### config.mk
export PLATFORM = sky130hd
export DESIGN_NAME = sprite_rom_arbiter
export DESIGN_NICKNAME = d
export VERILOG_FILES = /design/src/rtl/sprite_rom_arbiter.sv
export SDC_FILE = /design/constraint.sdc
export NUM_CORES = 1
export LEC_CHECK = 0
export CORE_MARGIN = 8
export CORE_UTILIZATION = 30
export DETAILED_ROUTE_END_ITERATION = 6
export MAX_ROUTING_LAYER = met4
export PLACE_DENSITY_LB_ADDON = 0.1
export SLEW_MARGIN = 40
export SYNTH_ARGS = -nofsm -noshare
export SYNTH_HDL_FRONTEND = slang
export SYNTH_SLANG_ARGS = --single-unit
export TNS_END_PERCENT = 5
### constraint.sdc
create_clock -name clk -period 3.02 [get_ports clk]
set_input_delay 0.604 -clock clk [delete_from_list [all_inputs] [get_ports clk]]
set_output_delay 0.604 -clock clk [all_outputs]
set_load 0.02 [all_outputs]
### src/rtl/sprite_rom_arbiter.sv
// ---------------------------------------------------------------------------
// sprite_rom_arbiter
//   Shares one synchronous single-port sprite ROM among NUM_REQ pixel-fetch
//   requesters. At most one pending request is granted per cycle. The grant
//   travels down a one-hot tag pipeline that matches the ROM read latency, so
//   each returned word goes only to the requester that asked for it.
//
//   Build option: define SPRITE_ARB_FIXED_PRIO_EN for fixed priority, where
//   the lowest index wins and there is no rotating pointer. By default the
//   arbiter is round-robin.
//
//   Ports:
//     clk       system clock, rising edge
//     rst_n     asynchronous active-low reset
//     req       per-requester request level
//     addr_in   packed addresses, requester i at [i*ADDR_W +: ADDR_W]
//     gnt       registered one-hot grant pulse
//     rvalid    registered one-hot return pulse
//     rdata     returned ROM word, held between returns
//     busy      high while any granted read is still in flight
//     rom_addr  ROM address (addra), held when idle
//     rom_data  ROM read data (douta)
// ---------------------------------------------------------------------------
module sprite_rom_arbiter #(
  parameter int NUM_REQ = 4,
  parameter int ADDR_W  = 10,
  parameter int DATA_W  = 12,
  parameter int ROM_LAT = 1
) (
  input  logic                      clk,
  input  logic                      rst_n,
  input  logic [NUM_REQ-1:0]        req,
  input  logic [NUM_REQ*ADDR_W-1:0] addr_in,
  output logic [NUM_REQ-1:0]        gnt,
  output logic [NUM_REQ-1:0]        rvalid,
  output logic [DATA_W-1:0]         rdata,
  output logic                      busy,
  output logic [ADDR_W-1:0]         rom_addr,
  input  logic [DATA_W-1:0]         rom_data
);

  localparam int IDX_W = (NUM_REQ > 1) ? $clog2(NUM_REQ) : 1;

  // (base + step) modulo NUM_REQ; step never exceeds NUM_REQ-1 here, so a
  // single conditional subtract is enough.
  function automatic logic [IDX_W-1:0] wrap_add(input logic [IDX_W-1:0] base,
                                                input int step);
    int sum_v;
    sum_v = int'(base) + step;
    if (sum_v >= NUM_REQ) begin
      sum_v = sum_v - NUM_REQ;
    end else begin
      sum_v = sum_v;
    end
    return sum_v[IDX_W-1:0];
  endfunction

  logic [IDX_W-1:0]   start_s;
  logic [IDX_W-1:0]   win_idx_s;
  logic               win_found_s;
  logic [NUM_REQ-1:0] win_onehot_s;
  logic               inflight_s;

  // Stage 0 is the grant itself; stage ROM_LAT lines up with valid douta.
  logic [NUM_REQ-1:0] tag_r [ROM_LAT+1];
  logic [NUM_REQ-1:0] rvalid_r;
  logic [DATA_W-1:0]  rdata_r;
  logic               busy_r;
  logic [ADDR_W-1:0]  rom_addr_r;

`ifdef SPRITE_ARB_FIXED_PRIO_EN
  assign start_s = '0;
`else
  logic [IDX_W-1:0] ptr_r;

  assign start_s = ptr_r;

  // Round-robin pointer: advance past the winner, hold when idle.
  always_ff @(posedge clk or negedge rst_n) begin
    if (!rst_n) begin
      ptr_r <= '0;
    end else if (win_found_s) begin
      ptr_r <= wrap_add(win_idx_s, 1);
    end else begin
      ptr_r <= ptr_r;
    end
  end
`endif

  // Arbitration: first active request found searching upward from start_s.
  always_comb begin
    win_found_s  = 1'b0;
    win_idx_s    = '0;
    win_onehot_s = '0;
    for (int k = 0; k < NUM_REQ; k++) begin
      if (!win_found_s && req[wrap_add(start_s, k)]) begin
        win_found_s = 1'b1;
        win_idx_s   = wrap_add(start_s, k);
      end else begin
        win_found_s = win_found_s;
      end
    end
    if (win_found_s) begin
      win_onehot_s[win_idx_s] = 1'b1;
    end else begin
      win_onehot_s = '0;
    end
  end

  // Any tag in a stage that will still exist after the next shift.
  always_comb begin
    inflight_s = 1'b0;
    for (int s = 0; s < ROM_LAT; s++) begin
      inflight_s = inflight_s | (|tag_r[s]);
    end
  end

  // Grant/address registers, tag shift and return capture.
  always_ff @(posedge clk or negedge rst_n) begin
    if (!rst_n) begin
      for (int s = 0; s <= ROM_LAT; s++) begin
        tag_r[s] <= '0;
      end
      rvalid_r   <= '0;
      rdata_r    <= '0;
      busy_r     <= 1'b0;
      rom_addr_r <= '0;
    end else begin
      tag_r[0] <= win_onehot_s;
      for (int s = 1; s <= ROM_LAT; s++) begin
        tag_r[s] <= tag_r[s-1];
      end
      if (win_found_s) begin
        rom_addr_r <= addr_in[int'(win_idx_s)*ADDR_W +: ADDR_W];
      end else begin
        rom_addr_r <= rom_addr_r;
      end
      rvalid_r <= tag_r[ROM_LAT];
      if (|tag_r[ROM_LAT]) begin
        rdata_r <= rom_data;
      end else begin
        rdata_r <= rdata_r;
      end
      // busy reflects the OR of the tag stages as they will be next cycle.
      busy_r <= (|win_onehot_s) | inflight_s;
    end
  end

  assign gnt      = tag_r[0];
  assign rvalid   = rvalid_r;
  assign rdata    = rdata_r;
  assign busy     = busy_r;
  assign rom_addr = rom_addr_r;

endmodule
After elaboration in Yosys (flattened, before gate mapping)
Cells that the tools add are included.

word-level totals
  register bits = 37
  input port bits = 58
  output and inout port bits = 31
  word-level logic and storage cells = 64

cells by class
  add/sub/neg operators = 9
  $mul = 1
  order comparisons = 11
  shifts and indexed selects = 1
  muxes and demuxes = 24
  bitwise gates (word level) = 1
  reduce and logical (&&, ||, !) cells = 10

operators with widths
  operator                                                            number
  indexed part select 40 x 7 -> 10 bit                                1
  two-way mux 2 bit                                                   9
  less-than comparator 2 x 3 -> 1 bit (second input constant)         5
  greater-or-equal comparator 3 bit (second input constant)           4
  OR reduction 4 bit                                                  3
  subtractor 2 x 1 -> 2 bit (second input constant)                   5
  two-way mux 1 bit                                                   9
  binary-select mux 1 bit (select 2 bit)                              4
  adder 2 x 1 -> 3 bit (second input constant)                        2
  adder 2 x 2 -> 3 bit (second input constant)                        2
  multiplier 2 x 3 -> 5 bit (second input constant)                   1
  logical AND 1 bit                                                   4
  two-way mux 4 bit                                                   1
  greater-or-equal comparator 2 x 3 -> 1 bit (second input constant)  1
  logical NOT 1 bit                                                   3
  demux 1 bit (select 2 bit)                                          1
  greater-or-equal comparator 2 x 1 -> 1 bit (second input constant)  1
  OR 1 bit                                                            1

Longest topological paths before layout
  depth after elaboration = 21
  gate-level depth with buffers = 8
  depth with buffers taken out = 7

Worst setup path before layout
OpenSTA, ideal clock, no wires.

  kind = input-to-reg
  start = in req[3]
  end = reg ptr_r[1]
  setup time = 0.125 ns
  arrival time = 1.783 ns
  data required time = 2.895 ns
  slack = 1.113 ns
  stages on the path = 7
  path buffers = 1
  path through = inv_1 nand2_1 o2bb2ai_1 o22a_1 clkbuf_1 ha_1 mux2_2

between the ends
  cells in the longest elaborated chain, start to end = 15
  elaborated cells between the ends (all ways) = 26
  classes of those cells = add/sub: 2; order compare: 1; mux: 17; reduce/logical: 6

RTL lines
  item                                                                            RTL line  text
  start: declaration                                                              32        input logic [NUM_REQ-1:0] req,
  binary-select mux 1 bit (select 2 bit)                                          96        if (!win_found_s && req[wrap_add(start_s, k)]) begin
  two-way mux 1 bit (not written as such)                                         96
  two-way mux 1 bit                                                               96
  logical NOT 1 bit                                                               96
  logical AND 1 bit                                                               96
  two-way mux 1 bit                                                               96
  logical NOT 1 bit                                                               96
  logical AND 1 bit                                                               96
  two-way mux 1 bit                                                               96
  logical NOT 1 bit                                                               96
  logical AND 1 bit                                                               96
  two-way mux 2 bit                                                               96
  adder 2 x 1 -> 3 bit                                                            49        sum_v = int'(base) + step;
  greater-or-equal comparator 3 bit or subtractor 2 x 1 -> 2 bit (tied branches)  50, 51
  two-way mux 2 bit                                                               50        if (sum_v >= NUM_REQ) begin
  end signal: assignment                                                          83        ptr_r <= wrap_add(win_idx_s, 1);
  end signal: assignment                                                          85        ptr_r <= ptr_r;
  end: declaration                                                                74        logic [IDX_W-1:0] ptr_r;

Several ways; a longest one is shown, not always the timed one. The select of a mux whose other input is x is not followed.
A chain may end at the register's enable or synchronous reset.

Worst setup path after layout
  start = in req[2]
  end = reg rom_addr_r[5], in the netlist rom_addr[5]

between the ends
  cells in the longest elaborated chain, start to end = 14
  elaborated cells between the ends (all ways) = 24
  classes of those cells = mul: 1; shift: 1; mux: 16; reduce/logical: 6

RTL lines
  item                                     RTL line  text
  binary-select mux 1 bit (select 2 bit)   96
  two-way mux 1 bit (not written as such)  96
  two-way mux 1 bit                        96
  logical NOT 1 bit                        96
  logical AND 1 bit                        96
  two-way mux 1 bit                        96
  logical NOT 1 bit                        96
  logical AND 1 bit                        96
  two-way mux 1 bit                        96
  logical NOT 1 bit                        96
  logical AND 1 bit                        96
  two-way mux 2 bit                        96
  multiplier 2 x 3 -> 5 bit                134       rom_addr_r <= addr_in[int'(win_idx_s)*ADDR_W +: ADDR_W];
  indexed part select 40 x 7 -> 10 bit     134
  end signal: assignment                   134
  end signal: assignment                   136       rom_addr_r <= rom_addr_r;
  end: declaration                         69        logic [ADDR_W-1:0] rom_addr_r;

Several ways; a longest one is shown, not always the timed one. The select of a mux whose other input is x is not followed.

==> flow_summary.yaml <==
route:
  dr.pass1.iters: 4
  antenna_left: 0
  totalWireLength_mm: 5.160
  viasPerCell: 4.629
  wire_per_inst_um: 16.23
  dr.first_iter.drc_count: 28
  drcViolationCount: 0
  via_count: 1472
die:
  chipHeight_um: 92.71
  core_sq_mm: 0.005816
  rows: 28
  start_util_pct: 30.36
  die_w_um: 92.71
  die_area_sq_mm: 0.008595
  io_pins: 89
global_routing:
  antenna_found_initial: 0
  gr-total-overflow: 0
  grt_pass1_wl_mm: 8.252
  grt_pass1_vias: 1644
  grt.total_usage_pct: 12.46
  grt_max_degree: 38
final_layout:
  most-common-layout-cells: "87 x clkdlybuf4s50_1, 37 x dfrtp_1, 23 x nand2_1, 13 x mux2_2, 12 x nor2_1"
  drive_above_1_share_pct: 14.81
  finalNetCount: 304
  final_common_cell: "clkdlybuf4s50_1"
  n_antenna_cell: 0
  area_growth_pct: 59.25
setup_path:
  critPathCaptureType: "register"
  cp_max_fo: 14
  worstPathRequired_ns: 3.21
  worst_r2r_path_depth: 6
  crit_type: "in2reg"
  crit_arrival_ns: 2.54
  cp-start-kind: "input pin"
clocking:
  cts_buffers: 5
  cts_setup_buffers: 0
  clkTransAtPathRegs_ns: 0.07
  htree_levels: 2
  insertion_delay_ns: 0.28
  cts_num_sinks: 37
  cts-root-buf: "clkbuf_8"
  ctsHoldBuffers: 0
  cts_resized: 0
  clock_path_buffers: 2
  cts_tree: "done"
synthesis:
  synth_warnings: 0
  syn_inst: 155
  synthesis.nets: 217
  synth.cell_area_sq_mm: 0.001765
  ys_types: 29
  yosysSeqAreaShare_pct: 52.45
  synth-seq-cells: 37
  avgSynthCellArea_sq_um: 11.39
sta:
  rsz0062_at_grt: "false"
  maxSlewViolCount: 0
  finalCritPeriodShare_pct: 77.86
  setup_tns_ns: 0
  hold_viol: 0
  holdWs_ns: 0.2759
  period_needed_ns: 2.351
  fin_worst_skew_ns: 0.002687
  worstMarginPinSlew_ns: 0.5655
  fmax_ghz: 0.4253
  maxSlewHeadroom_pct: 62.21
  final-setup-viol-count: 0
job:
  maxCapViolCount: 0
power_and_ir_drop:
  fin_total_pwr_mw: 2.668
  ir_worst_vdd_mv: 0.3561
  leakage_nw: 1.145
  power_density_mw_per_mm2: 948.9
placed_design:
  port_buffers: 88
  place_hpwl_mm: 3.975
  gp_congestion: 0.7873
hold_path:
  hp-class: "in2async"
run_status:
  status: "completed"
[worst paths after layout]
kind	to	slack [ns]	startpoint
max in group asynchronous	rdata[3]	2.41	rst_n
min in group clk	rvalid[1]	0.40	tag_r[1]
worst min-delay path	rvalid[2]	0.28	rst_n
worst min register to register	rvalid[1]	0.40	tag_r[1]
worst max-delay path	rom_addr[5]	0.67	req[2]
worst max register to register	rom_addr[5]	1.04	ptr_r[1]
[critical path: stages]
cell	delay, ns
clkdlybuf4s50_1	0.50
nor2b_1	0.19
a32o_2	0.34
nor2_4	0.28
buf_4	0.25
nand2_1	0.09
a311oi_1	0.27
[cell usage after synthesis]
master | number | area share (%)
mux2_2 | 13 | 8.3
o21a_1 | 10 | 4.3
o22a_1 | 1 | 0.50
a21oi_2 | 1 | 0.50
ha_1 | 4 | 2.8
inv_1 | 2 | 0.43
o31ai_4 | 1 | 1.2
dfrtp_1 | 37 | 52
nor4_1 | 2 | 0.71
and2_1 | 4 | 1.4
buf_6 | 2 | 1.3
and3_4 | 1 | 0.64
a21oi_1 | 1 | 0.28
a211oi_1 | 10 | 4.3
nand2_1 | 23 | 4.9
a311oi_1 | 10 | 5.0
or2_2 | 1 | 0.35
nand2b_4 | 2 | 1.6
a32o_2 | 1 | 0.64
nor2_1 | 12 | 2.6
buf_4 | 5 | 2.1
inv_2 | 1 | 0.21
nand3_1 | 1 | 0.28
nor2b_1 | 2 | 0.71
o21ai_0 | 1 | 0.28
clkbuf_1 | 2 | 0.43
buf_2 | 3 | 0.85
nor2_4 | 1 | 0.64
o2bb2ai_1 | 1 | 0.50
[metal layers]
metal  vias up  wire length, um  GRT usage (%)
met5         -                0              -
met4         0               44          2.819
met3         5              446          5.178
met2        74             2290          19.13
met1       674             2379          14.92
li1        719                -              -
[report_power, final]
group / total (mW) / internal [mW] / leakage, nW / switching (mW)
Combinational: 1.37 / 0.689 / 0.646 / 0.676
Clock: 0.445 / 0.268 / 0.0574 / 0.176
Sequential: 0.858 / 0.724 / 0.442 / 0.134
[flip-flops by register name, indices dropped and copies added, names as in the netlist]
| signal | flops |
|---|---|
| gnt | 4 |
| rom_addr | 10 |
| rvalid | 4 |
| rdata | 12 |
| tag_r | 4 |
| busy | 1 |
| ptr_r | 2 |
[logic make-up after synthesis]
kind of cell | after synthesis | synth area share (%)
AOI/OAI and AO/OA | 37 | 17.36
adders and majority gates | 4 | 2.835
buffers and inverters | 15 | 5.315
DFF | 37 | 52.45
muxes | 13 | 8.292
and+or+nand+nor | 49 | 13.75
[per-stage QoR]
| stage | instances | util, % | instance area, sq um | worst slack (ns) |
|---|---|---|---|---|
| 2_1_floorplan | 155 | - | 1765 | 1.113 |
| 3_3_place_gp | 310 | 46.23 | 2689 | 0.4664 |
| 3_5_place_dp | 310 | 46.28 | 2691 | 0.3802 |
| 4_1_cts | 318 | 48.34 | 2811 | 0.6794 |
| 5_1_grt | 318 | 48.34 | 2811 | 0.5329 |
| 6_report | 318 | 48.34 | 2811 | 0.6686 |
[layout make-up]
cell class | instances | area, sq um
Inverter | 3 | 11.26
Clock inverter | 2 | 37.54
Tap cell | 75 | 93.84
Multi-Input combinational cell | 103 | 752.0
Timing Repair Buffer | 92 | 908.4
Sequential cell | 37 | 925.9
Clock buffer | 6 | 82.58
Fill cell | 567 | 3004
No activity file was read; power rests on OpenSTA's default activity.
